[src/rtl/fnd_scan_ctrl_if.sv]
// Display bus between the up-counter and the FND scan controller.
// The master drives the binary count; the slave drives the digit enables and segments.
interface fnd_scan_ctrl_if #(
  parameter int unsigned CNT_W = 14
);
  logic [CNT_W-1:0] count;
  logic [3:0]       seg_comm;
  logic [7:0]       seg;

  modport master (output count, input seg_comm, input seg);
  modport slave  (input count, output seg_comm, output seg);
endinterface

[src/rtl/fnd_scan_ctrl.sv]
// 4-digit common-anode FND scan controller.
// A free-running double-dabble converter turns the clamped binary count into BCD. A prescaled
// scan tick rotates the active digit. The shown digits change only at frame boundaries.
// Optional feature: define FND_LEADING_ZERO_BLANK_EN to blank leading zero digits.
module fnd_scan_ctrl #(
  parameter int unsigned CLK_HZ  = 100_000_000,
  parameter int unsigned SCAN_HZ = 4_000,
  parameter int unsigned CNT_W   = 14,
  parameter int unsigned MAX_VAL = 9999
) (
  input logic           clk,
  input logic           reset,
  fnd_scan_ctrl_if.slave bus
);
  localparam int unsigned Div  = CLK_HZ / SCAN_HZ;
  localparam int unsigned PsW  = (Div > 1) ? $clog2(Div) : 1;
  localparam int unsigned BitW = $clog2(CNT_W + 1);
  localparam logic [PsW-1:0]   PsLast  = PsW'(Div - 1);
  localparam logic [CNT_W-1:0] MaxV    = CNT_W'(MAX_VAL);
  localparam logic [BitW-1:0]  BitLast = BitW'(CNT_W - 1);

  typedef enum logic [1:0] {StIdle, StShift, StDone} conv_st_e;

  logic [PsW-1:0]      ps_q;
  logic                scan_tick;
  logic [1:0]          idx_q, idx_d;
  logic [15:0]         shown_q, shown_d;
  logic [3:0]          seg_comm_q;
  logic [7:0]          seg_q;
  conv_st_e            state_q, state_d;
  logic [CNT_W-1:0]    bin_q, bin_d;
  logic [15:0]         bcd_q, bcd_d, bcd_adj;
  logic [BitW-1:0]     bit_q, bit_d;
  logic [15:0]         pend_q, pend_d;
  logic [16+CNT_W-1:0] shifted;
  logic [3:0]          digit;
  logic                blank;

  function automatic logic [7:0] seg_decode(input logic [3:0] d);
    case (d)
      4'd0:    seg_decode = 8'hC0;
      4'd1:    seg_decode = 8'hF9;
      4'd2:    seg_decode = 8'hA4;
      4'd3:    seg_decode = 8'hB0;
      4'd4:    seg_decode = 8'h99;
      4'd5:    seg_decode = 8'h92;
      4'd6:    seg_decode = 8'h82;
      4'd7:    seg_decode = 8'hF8;
      4'd8:    seg_decode = 8'h80;
      4'd9:    seg_decode = 8'h90;
      default: seg_decode = 8'hFF;
    endcase
  endfunction

  assign scan_tick = (ps_q == PsLast);

  // Prescaler: wraps on its terminal count, which is the scan tick.
  always_ff @(posedge clk) begin
    if (!reset) begin
      ps_q <= '0;
    end else if (scan_tick) begin
      ps_q <= '0;
    end else begin
      ps_q <= ps_q + 1'b1;
    end
  end

  // Add-3 correction of every BCD nibble that is 5 or more, ahead of the shift.
  always_comb begin
    bcd_adj = bcd_q;
    for (int i = 0; i < 4; i++) begin
      if (bcd_q[4*i +: 4] >= 4'd5) begin
        bcd_adj[4*i +: 4] = bcd_q[4*i +: 4] + 4'd3;
      end
    end
  end

  assign shifted = {bcd_adj, bin_q} << 1;

  // Converter next state: capture, shift CNT_W times, publish to pending.
  always_comb begin
    state_d = state_q;
    bin_d   = bin_q;
    bcd_d   = bcd_q;
    bit_d   = bit_q;
    pend_d  = pend_q;
    unique case (state_q)
      StIdle: begin
        bin_d   = (bus.count > MaxV) ? MaxV : bus.count;
        bcd_d   = '0;
        bit_d   = '0;
        state_d = StShift;
      end
      StShift: begin
        bcd_d = shifted[16+CNT_W-1 -: 16];
        bin_d = shifted[CNT_W-1:0];
        bit_d = bit_q + 1'b1;
        if (bit_q == BitLast) begin
          state_d = StDone;
        end
      end
      StDone: begin
        pend_d  = bcd_q;
        state_d = StIdle;
      end
      default: state_d = StIdle;
    endcase
  end

  // Converter state register; reset aborts any conversion in flight.
  always_ff @(posedge clk) begin
    if (!reset) begin
      state_q <= StIdle;
      bin_q   <= '0;
      bcd_q   <= '0;
      bit_q   <= '0;
      pend_q  <= '0;
    end else begin
      state_q <= state_d;
      bin_q   <= bin_d;
      bcd_q   <= bcd_d;
      bit_q   <= bit_d;
      pend_q  <= pend_d;
    end
  end

  // Next digit index; shown digits reload from the pre-DONE pending value on the 3->0 wrap.
  always_comb begin
    idx_d   = scan_tick ? idx_q + 2'd1 : idx_q;
    shown_d = (scan_tick && idx_q == 2'd3) ? pend_q : shown_q;
    digit   = shown_d[{idx_d, 2'b00} +: 4];
  end

  // Leading-zero blanking of the upper three digits when enabled.
  always_comb begin
    blank = 1'b0;
`ifdef FND_LEADING_ZERO_BLANK_EN
    case (idx_d)
      2'd3:    blank = (shown_d[15:12] == 4'd0);
      2'd2:    blank = (shown_d[15:8] == 8'd0);
      2'd1:    blank = (shown_d[15:4] == 12'd0);
      default: blank = 1'b0;
    endcase
`endif
  end

  // Scan registers; outputs update together with the index on each tick.
  always_ff @(posedge clk) begin
    if (!reset) begin
      idx_q      <= 2'd0;
      shown_q    <= '0;
      seg_comm_q <= 4'b1111;
      seg_q      <= 8'hFF;
    end else begin
      idx_q   <= idx_d;
      shown_q <= shown_d;
      if (scan_tick) begin
        seg_comm_q <= ~(4'b0001 << idx_d);
        seg_q      <= blank ? 8'hFF : seg_decode(digit);
      end
    end
  end

  assign bus.seg_comm = seg_comm_q;
  assign bus.seg      = seg_q;
endmodule
[src/flat_wrapper.sv]
// flat-port wrapper written by rule: the top's interface ports become plain ports
module fnd_scan_ctrl_flat 
#(
  parameter int unsigned CLK_HZ  = 100_000_000,
  parameter int unsigned SCAN_HZ = 4_000,
  parameter int unsigned CNT_W   = 14,
  parameter int unsigned MAX_VAL = 9999
)
  (clk, reset, bus_count, bus_seg_comm, bus_seg);
  fnd_scan_ctrl_if #(.CNT_W(CNT_W)) bus_i ();
  input logic clk;
  input logic reset;
  input wire logic [$bits(bus_i.count)-1:0] bus_count;
  output wire logic [$bits(bus_i.seg_comm)-1:0] bus_seg_comm;
  output wire logic [$bits(bus_i.seg)-1:0] bus_seg;
  assign bus_i.count = bus_count;
  assign bus_seg_comm = bus_i.seg_comm;
  assign bus_seg = bus_i.seg;
  fnd_scan_ctrl #(.CLK_HZ(CLK_HZ), .SCAN_HZ(SCAN_HZ), .CNT_W(CNT_W), .MAX_VAL(MAX_VAL)) u_core (.clk(clk), .reset(reset), .bus(bus_i));
endmodule
[config.mk]
export PLATFORM = sky130hd
export DESIGN_NAME = fnd_scan_ctrl_flat
export DESIGN_NICKNAME = d
export VERILOG_FILES = /design/src/rtl/fnd_scan_ctrl_if.sv /design/src/rtl/fnd_scan_ctrl.sv /design/src/flat_wrapper.sv
export SDC_FILE = /design/constraint.sdc
export NUM_CORES = 1
export LEC_CHECK = 0
export ABC_AREA = 1
export BUFFER_PORTS_ARGS = -buffer_cell sky130_fd_sc_hd__buf_2
export CAP_MARGIN = 20
export CORE_MARGIN = 2
export CORE_UTILIZATION = 55
export CTS_CLUSTER_SIZE = 20
export DETAILED_ROUTE_END_ITERATION = 10
export GPL_TIMING_DRIVEN = 0
export MAX_ROUTING_LAYER = met4
export PLACE_DENSITY_LB_ADDON = 0.05
export SLEW_MARGIN = 40
export SYNTH_ARGS = -nofsm -noshare
export SYNTH_HDL_FRONTEND = slang
export SYNTH_SLANG_ARGS = --single-unit
[constraint.sdc]
create_clock -name clk -period 7.3 [get_ports clk]
set_input_delay 1.46 -clock clk [delete_from_list [all_inputs] [get_ports clk]]
set_output_delay 1.46 -clock clk [all_outputs]
set_load 0.05 [all_outputs]
==> impl_metrics.yaml, run 1 <==
outcome:
  status: "finished, final reports clean"
die:
  fp-row-count: 33
  io_pins: 28
  dieArea_um2: 8992
  die_h_um: 94.83
  die_width_um: 94.83
  core_um2: 8093
  initial_core_util: 0.5606
routing:
  drt_iter0_drc: 214
  routed_wl_um: 9816
  ant_nets: 0
  avgRoutedWirePerCell_um: 12.68
  firstDrtPassIters: 4
  vias: 3999
  viasPerCell: 5.167
  drc: 0
place:
  dpl.cell_count: 758
  port-buffer-count: 26
  gp_congestion: 0.9307
  hpwlAfterDp_um: 7395
cts:
  htree_levels: 3
  post-cts-setup-buffers: 0
  numCtsBuffers: 9
  root_buffer: "clkbuf_8"
  clk_latency_ps: 360
  tritoncts: "yes"
  cts_sinks: 96
  cts_resized: 0
  cts.clk_slew.worst_paths_ps: 90
  holdBufCountCts: 0
  cts_buffer_depth: 2
sta:
  fin_crit_ps: 2651
  fmax_mhz: 377.1
  final.setup.tns_ps: 0
  timing.final.crit_share: 0.3632
  finalSetupViolCount: 0
  worst_pin_slew_ps: 659.2
  hold_viol: 0
  relSlewSlack: 0.5605
  rsz0062_at_grt: "false"
  clock_skew_ps: 13.80
  maxSlewViolCount: 0
job:
  cap_violations: 0
worst_setup_path:
  critPathMaxStageDelay_ps: 370
  worstSetupStartpoint: "u_core.ps_q[0]"
  critPathSlowestCell: "dfxtp_1"
  crit_cells: 16
  timing.critical_path.arrival_ps: 2910
  cp-end-kind: "register"
  path_class: "register to register"
  ff2ff_path_depth: 16
  r2r-start: "u_core.ps_q[0]"
  crit_fanout: 10
  r2r_setup_slack_ps: 4650
  path_cells: "ha_1 > nand2_1 > nor2_4 > nand2_4 > nand2_1 > nand2_2 > nor2_1 > nand2_1 > nand4_1 > inv_1 > ha_1 > inv_1 > nor2_1 > nor2_1 > nor2_1 > nor2_1"
  crit_top_cell: "nor2_1"
  path_buf_inv: 2
  required_ps: 7550
  critPathLaunchType: "register"
  cp_top_family: "simple AND/OR/NAND/NOR gates"
global_routing:
  grt_usage: 0.2445
  grt_max_degree: 17
  antenna_found_initial: 0
  grt_pass1_wl_um: 16940
  overflow: 0
  grt_pass1_vias: 3630
final_layout:
  final_nets: 697
  insertedDiodeCount: 0
  final_common_cell: "nand2_1"
  layout-drive-gt1-share: 0.1151
  mostFrequentLayoutCells: "142 x nand2_1, 96 x dfxtp_1, 90 x nor2_1"
  final_core_util: 0.6257
  fin_cells: 774
  synthToLayoutAreaGrowth_pct: 11.61
  fillers: 806
logic_synthesis:
  syn_area_um2: 4537
  synth_cells: 627
  syn-num-nets: 660
  synth.distinct_cells: 34
  yosys_register_bits: 96
  ys_seq_area_frac: 0.4236
  synth.avg_cell_area_um2: 7.236
  ys.warnings.count: 0
min_path:
  hold_depth: 1
  hp-class: "register to register"
  hold_start: "u_core.ps_q[0]"
power_and_ir_drop:
  irDropWorstVdd_mv: 0.1031
  leakagePower_nw: 2.135
  powerDensity_nw_per_um2: 202.9
  power_mw: 1.027
-- state kept, by name, summed over array words and instances, names as in the netlist --
| signal | flops |
|---|---|
| u_core.bcd_q | 16 |
| u_core.bin_q | 14 |
| u_core.bit_q | 4 |
| u_core.bus.seg | 7 |
| u_core.bus.seg_comm | 4 |
| u_core.idx_q | 2 |
| u_core.pend_q | 16 |
| u_core.ps_q | 15 |
| u_core.shown_q | 16 |
| u_core.state_q | 2 |
-- worst register-to-register path, cell delays in order (launching register included) --
cell	delay, ps
dfxtp_1	370
ha_1	180
nand2_1	130
nor2_4	310
nand2_4	120
nand2_1	90
nand2_2	120
nor2_1	280
nand2_1	80
nand4_1	150
inv_1	110
ha_1	280
inv_1	30
nor2_1	110
nor2_1	60
nor2_1	100
nor2_1	40
-- layer usage --
layer / up-vias / global-route usage / share of wire
met5: - / - / 0
met4: 0 / 0.07971 / 0.013
met1: 1817 / 0.3482 / 0.53
met2: 57 / 0.3605 / 0.43
met3: 12 / 0.03113 / 0.026
li1: 2113 / - / -
-- power by group --
group,internal [mW],switching (mW)
combinational,0.0132,0.0280
clock,0.263,0.187
sequential,0.531,0.00519
total,0.807,0.220
-- logic make-up (layout without fill, tap and decap cells) --
| logic type | Yosys count | after routing | share of synthesized area |
|---|---|---|---|
| AOI/OAI and AO/OA | 110 | 110 | 0.1390 |
| DFF | 96 | 96 | 0.4236 |
| and+or+nand+nor | 306 | 306 | 0.3020 |
| adders and majority gates | 17 | 17 | 0.04688 |
| other | 1 | 1 | 0.0008266 |
| buffers and inverters | 94 | 136 | 0.08191 |
| xor gates and xnor gates | 3 | 3 | 0.005793 |
-- stage by stage --
stage / worst slack [ps] / hold slack (ps) / instance area [µm²]
2_1_floorplan: 4931 / 417.5 / 4537
3_3_place_gp: 4361 / 430.0 / 4798
3_5_place_dp: 4333 / 444.6 / 4798
4_1_cts: 4621 / 464.1 / 5064
5_1_grt: 4315 / 489.4 / 5064
6_report: 4649 / 456.1 / 5064
-- layout make-up --
cell class / instances / area (µm²) / area share
timing repair buffer: 26 / 130.1 / 0.02570
buffer: 20 / 93.84 / 0.01853
multi-input combinational: 437 / 2243 / 0.4430
clock buffer: 9 / 123.9 / 0.02446
sequential: 96 / 1922 / 0.3795
clock inverter: 7 / 141.4 / 0.02792
inverter: 74 / 277.8 / 0.05486
tap: 105 / 131.4 / 0.02595
-- path summary, 6_finish.rpt --
check | endpoint
max | u_core.bus.seg[3]
min reg2reg | u_core.ps_q[0]
min | u_core.ps_q[0]
max reg2reg | u_core.bus.seg[3]
-- cell usage after synthesis (all sizes together) --
library cell / number / area [µm²]
o32ai: 15 / 131.4
conb: 1 / 3.750
a211oi: 1 / 7.510
a31oi: 14 / 87.58
or2: 2 / 12.51
nand3b: 1 / 7.510
nand4: 10 / 62.56
xor2: 3 / 26.28
o21ai: 33 / 165.2
nor3b: 2 / 15.01
a21o: 1 / 7.510
clkbuf: 16 / 60.06
dfxtp: 96 / 1922
ha: 17 / 212.7
nor4: 1 / 6.260
a21oi: 45 / 225.2
nor3: 8 / 40.04
o22ai: 1 / 6.260
and3: 1 / 6.260
clkinv: 1 / 3.750
nand3: 27 / 147.6
nand2: 155 / 634.3
buf: 4 / 33.78
nor2: 99 / 437.9
inv: 73 / 274.0
Power figures use the tool's default switching activity.
==> run 2: changes to the inputs <==
--- a/config.mk
+++ b/config.mk
@@ -9,7 +9,7 @@
 export BUFFER_PORTS_ARGS = -buffer_cell sky130_fd_sc_hd__buf_2
 export CAP_MARGIN = 20
 export CORE_MARGIN = 2
-export CORE_UTILIZATION = 55
+export CORE_UTILIZATION = 54
 export CTS_CLUSTER_SIZE = 20
 export DETAILED_ROUTE_END_ITERATION = 10
 export GPL_TIMING_DRIVEN = 0
==> constraint.sdc (replaced) <==
create_clock -name clk -period 2.3 [get_ports clk]
set_input_delay 0.46 -clock clk [delete_from_list [all_inputs] [get_ports clk]]
set_output_delay 0.46 -clock clk [all_outputs]
set_load 0.05 [all_outputs]
==> impl_metrics.yaml, run 2 (synthesis results as in run 1) <==
cts:
  holdBufCountCts: 0
  htree_levels: 3
  clk_latency_ps: 350
  root_buffer: "clkbuf_8"
  tritoncts: "yes"
  numCtsBuffers: 9
  cts_sinks: 96
  cts.clk_slew.worst_paths_ps: 90
  cts_buffer_depth: 2
worst_setup_path:
  critPathLaunchType: "register"
  timing.critical_path.arrival_ps: 2650
  path_class: "register to register"
  crit_fanout: 6
  cp-end-kind: "register"
  required_ps: 2560
outcome:
  failed_checks: "setup timing"
  status: "complete, but fails checks"
sta:
  layout_setup_ws_ps: -89.90
  holdWs_ps: 402.2
  worst_pin_slew_ps: 683.9
  rsz0062_at_grt: "true"
  clock_skew_ps: 11.35
  timing.final.crit_share: 1.039
  fmax_mhz: 418.4
  maxSlewViolCount: 0
  finalSetupViolCount: 7
  hold_viol: 0
  fin_crit_ps: 2390
  relSlewSlack: 0.5441
global_routing:
  overflow: 0
  grt_pass1_vias: 3753
  grt_pass1_wl_um: 17170
  antenna_found_initial: 0
  grt_usage: 0.2458
  grt_max_degree: 14
job:
  cap_violations: 0
die:
  core_um2: 8175
  die_width_um: 95.66
  initial_core_util: 0.5549
  die_h_um: 95.66
  fp-row-count: 33
  io_pins: 28
  dieArea_um2: 9151
routing:
  drc: 0
  avgRoutedWirePerCell_um: 13.65
  routed_wl_um: 10920
  drt_iter0_drc: 183
  viasPerCell: 5.174
  firstDrtPassIters: 4
  vias: 4139
  ant_nets: 0
power_and_ir_drop:
  leakagePower_nw: 2.277
  powerDensity_nw_per_um2: 514.9
  irDropWorstVdd_mv: 0.2753
  power_mw: 2.788
min_path:
  hp-class: "input port to register"
final_layout:
  fin_area_um2: 5414
  insertedDiodeCount: 0
  final_nets: 725
  largest_registers: "u_core.bcd_q x16, u_core.pend_q x16, u_core.shown_q x16"
  mostFrequentLayoutCells: "124 x nand2_1, 87 x dfxtp_1, 84 x nor2_1"
  final_core_util: 0.6622
  final_common_cell: "nand2_1"
  layout-drive-gt1-share: 0.2201
  synthToLayoutAreaGrowth_pct: 19.33
place:
  placed_area_um2: 4798
  gp_congestion: 0.8804
  port-buffer-count: 26
  hpwlAfterDp_um: 7476
-- run 2: cell count changes in the layout (fill, tap and decap cells not counted), sizes merged --
cell	delta
buf	+28
clkinvlp	-1
bufinv	-4
clkinv	-1
clkbuf	+4
-- run 2: power by group --
| group | leakage (nW) | switching (mW) | total, mW | internal, mW |
|---|---|---|---|---|
| registers | 0.782 | 0.0182 | 1.70 | 1.69 |
| clock network | 0.0794 | 0.535 | 0.947 | 0.412 |
| logic | 1.42 | 0.0901 | 0.137 | 0.0469 |
| total | 2.28 | 0.643 | 2.79 | 2.14 |
-- run 2: area by class of cell --
class	instances	area, µm²
Timing Repair Buffer	55	380.4
Multi-Input combinational cell	437	2439
Inverter	74	280.3
Tap cell	105	131.4
Fill cell	701	2761
Clock inverter	1	5.005
Clock buffer	13	148.9
Sequential cell	96	1936
Buffer	19	93.84
-- run 2: critical path: stages (launching register included) --
cell and delay, ps:
dfxtp_2 360, ha_4 150, nand2_4 60, nor2_4 220
nand3_4 160, clkbuf_16 200, nand2_4 60, nand2_2 40
nand2_1 70, nand4_1 190, buf_6 190, ha_4 150
inv_2 50, nand3_2 100, nand2_2 90, nor2_1 50
nor2_1 100, nor2_1 40
-- run 2: path summary, 6_finish.rpt --
path	startpoint	end	slack, ps	cells after the start
max reg2reg	u_core.ps_q[0]	u_core.bus.seg[3]	-90	17
min	bus_count[12]	u_core.bin_q[12]	400	3
min reg2reg	u_core.bin_q[0]	u_core.bin_q[0]	470	2
max	u_core.ps_q[0]	u_core.bus.seg[3]	-90	17
-- run 2: metrics by stage --
| step | worst slack (ps) | instances | TNS, ps |
|---|---|---|---|
| after floorplan | 24.49 | 627 | 0 |
| after global placement | -314.6 | 758 | -1386 |
| after detailed placement | -324.2 | 758 | -1573 |
| after CTS | -22.56 | 787 | -71.63 |
| after global routing | -182.4 | 800 | -1114 |
| final | -89.90 | 800 | -294.2 |
-- run 2: layer usage --
layer	GRT usage	up-vias	part of all wire
met3	0.03162	18	0.027
met2	0.3700	59	0.45
met1	0.3424	1900	0.50
li1	-	2162	-
met4	0.08095	0	0.021
met5	-	-	0
-- run 2: what timing repair did --
action	CTS	global route
endpoints found under the setup margin	7	11
pin swaps	13	33
resized for setup	18	53
buffers inserted	16	12
gates cloned	0	1
==> run 3: changes to the inputs <==
--- a/config.mk
+++ b/config.mk
@@ -6,7 +6,7 @@
 export NUM_CORES = 1
 export LEC_CHECK = 0
 export ABC_AREA = 1
-export BUFFER_PORTS_ARGS = -buffer_cell sky130_fd_sc_hd__buf_2
+export BUFFER_PORTS_ARGS = -buffer_cell sky130_fd_sc_hd__buf_4
 export CAP_MARGIN = 20
 export CORE_MARGIN = 2
 export CORE_UTILIZATION = 54
==> impl_metrics.yaml, run 3 (synthesis results as in run 1) <==
final_layout:
  fillers: 693
  layout-drive-gt1-share: 0.2069
  fin_cells: 801
  mostFrequentLayoutCells: "132 x nand2_1, 87 x dfxtp_1, 82 x nor2_1"
  final_core_util: 0.6705
  synthToLayoutAreaGrowth_pct: 20.82
  final_common_cell: "nand2_1"
  insertedDiodeCount: 0
  final_nets: 725
  largest_registers: "u_core.bcd_q x16, u_core.pend_q x16, u_core.shown_q x16"
  fin_area_um2: 5482
power_and_ir_drop:
  seqPwrFrac: 0.561
  internal_power_mw: 2.348
  switching_share: 0.2267
  irDropWorstVdd_mv: 0.2879
  p_sw_mw: 0.6883
  p_clk_frac: 0.392
  leakagePower_nw: 2.302
  powerDensity_nw_per_um2: 553.8
  p_comb_frac: 0.047
global_routing:
  overflow: 0
  grt_pass1_wl_um: 17510
  grt_pass1_vias: 3786
  antenna_found_initial: 0
  grt_max_degree: 16
  grt_usage: 0.2534
die:
  core_um2: 8175
  die_width_um: 95.66
  fp-row-count: 33
  initial_core_util: 0.5549
  dieArea_um2: 9151
  die_h_um: 95.66
  io_pins: 28
outcome:
  failed_checks: "setup timing"
  status: "complete, but fails checks"
routing:
  viasPerCell: 5.197
  avgRoutedWirePerCell_um: 13.36
  firstDrtPassIters: 5
  routed_wl_um: 10700
  vias: 4163
  drc: 0
  ant_nets: 0
  drt_iter0_drc: 184
place:
  hpwlAfterDp_um: 7374
  port-buffer-count: 26
  dpl.cell_count: 758
  dp_slack_ps: -385.9
  placed_area_um2: 4863
  gp_congestion: 0.8544
sta:
  maxSlewViolCount: 0
  layout_setup_ws_ps: -83.93
  worst_pin_slew_ps: 700.4
  fin_crit_ps: 2384
  relSlewSlack: 0.5331
  clock_skew_ps: 9.397
  finalSetupViolCount: 10
  rsz0062_at_grt: "true"
  hold_viol: 0
  fmax_mhz: 419.5
  timing.final.crit_share: 1.036
cts:
  tritoncts: "yes"
  numCtsBuffers: 9
  cts.clk_slew.worst_paths_ps: 90
  htree_levels: 3
  cts_buffer_depth: 2
  clk_latency_ps: 350
  cts_sinks: 96
  root_buffer: "clkbuf_8"
worst_setup_path:
  path_cells: "ha_4 > nand2_4 > nor2_4 > buf_6 > nand2_4 > nand2_2 > nand2_2 > buf_6 > nor2_4 > nand2_1 > nand4_1 > inv_2 > ha_4 > inv_4 > nor2_4 > nor2_1 > nor2_1 > nor2_1"
  crit_fanout: 6
  critPathSlowestCell: "dfxtp_2"
  required_ps: 2560
  cp-end-kind: "register"
  critPathMaxStageDelay_ps: 360
  path_class: "register to register"
  critPathLaunchType: "register"
  timing.critical_path.arrival_ps: 2640
job:
  cap_violations: 0
min_path:
  hp-class: "input port to register"
## run 3: final cells by class
class                   count  area (µm²)  area share
multi-input cells         437        2389      0.4357
clock buffers              10       127.6     0.02328
inverters                  74       280.3     0.05113
clock inverters             5       81.33     0.01484
plain buffers              19       93.84     0.01712
well taps                 105       131.4     0.02397
flip-flops and latches     96        1938      0.3536
repair buffers             55       440.4     0.08035
## run 3: power by group through the flow
| stage | Sequential (mW) | Clock [mW] | Combinational, mW |
|---|---|---|---|
| 5_1_grt | 1.71 | 1.28 | 0.162 |
| 2_1_floorplan | 1.74 | 0 | 0.0848 |
| 6_report | 1.70 | 1.19 | 0.144 |
| 3_5_place_dp | 1.74 | 0 | 0.135 |
| 3_3_place_gp | 1.74 | 0 | 0.131 |
| 4_1_cts | 1.70 | 1.20 | 0.141 |
## run 3: critical path: cells and delay by family, from the launching register on
kind / cells / cell delay (ps)
DFF: 1 / 360
adders and majority gates: 2 / 440
and+or+nand+nor: 12 / 1080
buffers and inverters: 4 / 390
## run 3: what timing repair did
action                     in CTS  in global routing
pin swaps                      23                 10
gates resized for setup        36                 22
cloned                          0                  0
hold buffers                    0                  0
setup buffers                  26                  3
setup endpoints to repair       7                 13
hold endpoints to repair        0                  0
## run 3: per-layer routing
layer	GRT usage	wire length, µm	up-vias	share of wire
met2	0.3794	4881	75	0.46
met1	0.3552	5234	1912	0.49
met4	0.06667	119	0	0.011
met5	-	0	-	0
met3	0.04348	464	10	0.043
li1	-	-	2166	-
## run 3: final timing paths
path	slack [ps]	from	cells after the start	endpoint
worst max-delay path	-80	u_core.ps_q[0]	18	u_core.bus.seg[3]
worst min-delay path	410	bus_count[12]	3	u_core.bin_q[12]
worst max register to register	-80	u_core.ps_q[0]	18	u_core.bus.seg[3]
worst min register to register	470	u_core.bin_q[0]	2	u_core.bin_q[0]
## run 3: metrics by stage
stage | hold WS (ps) | TNS, ps | power (mW)
2_1_floorplan | 417.5 | 0 | 1.822
3_3_place_gp | 429.9 | -1382 | 1.871
3_5_place_dp | 442.2 | -1865 | 1.875
4_1_cts | 397.4 | -275.2 | 3.049
5_1_grt | 399.6 | -2063 | 3.145
6_report | 410.9 | -462.0 | 3.036
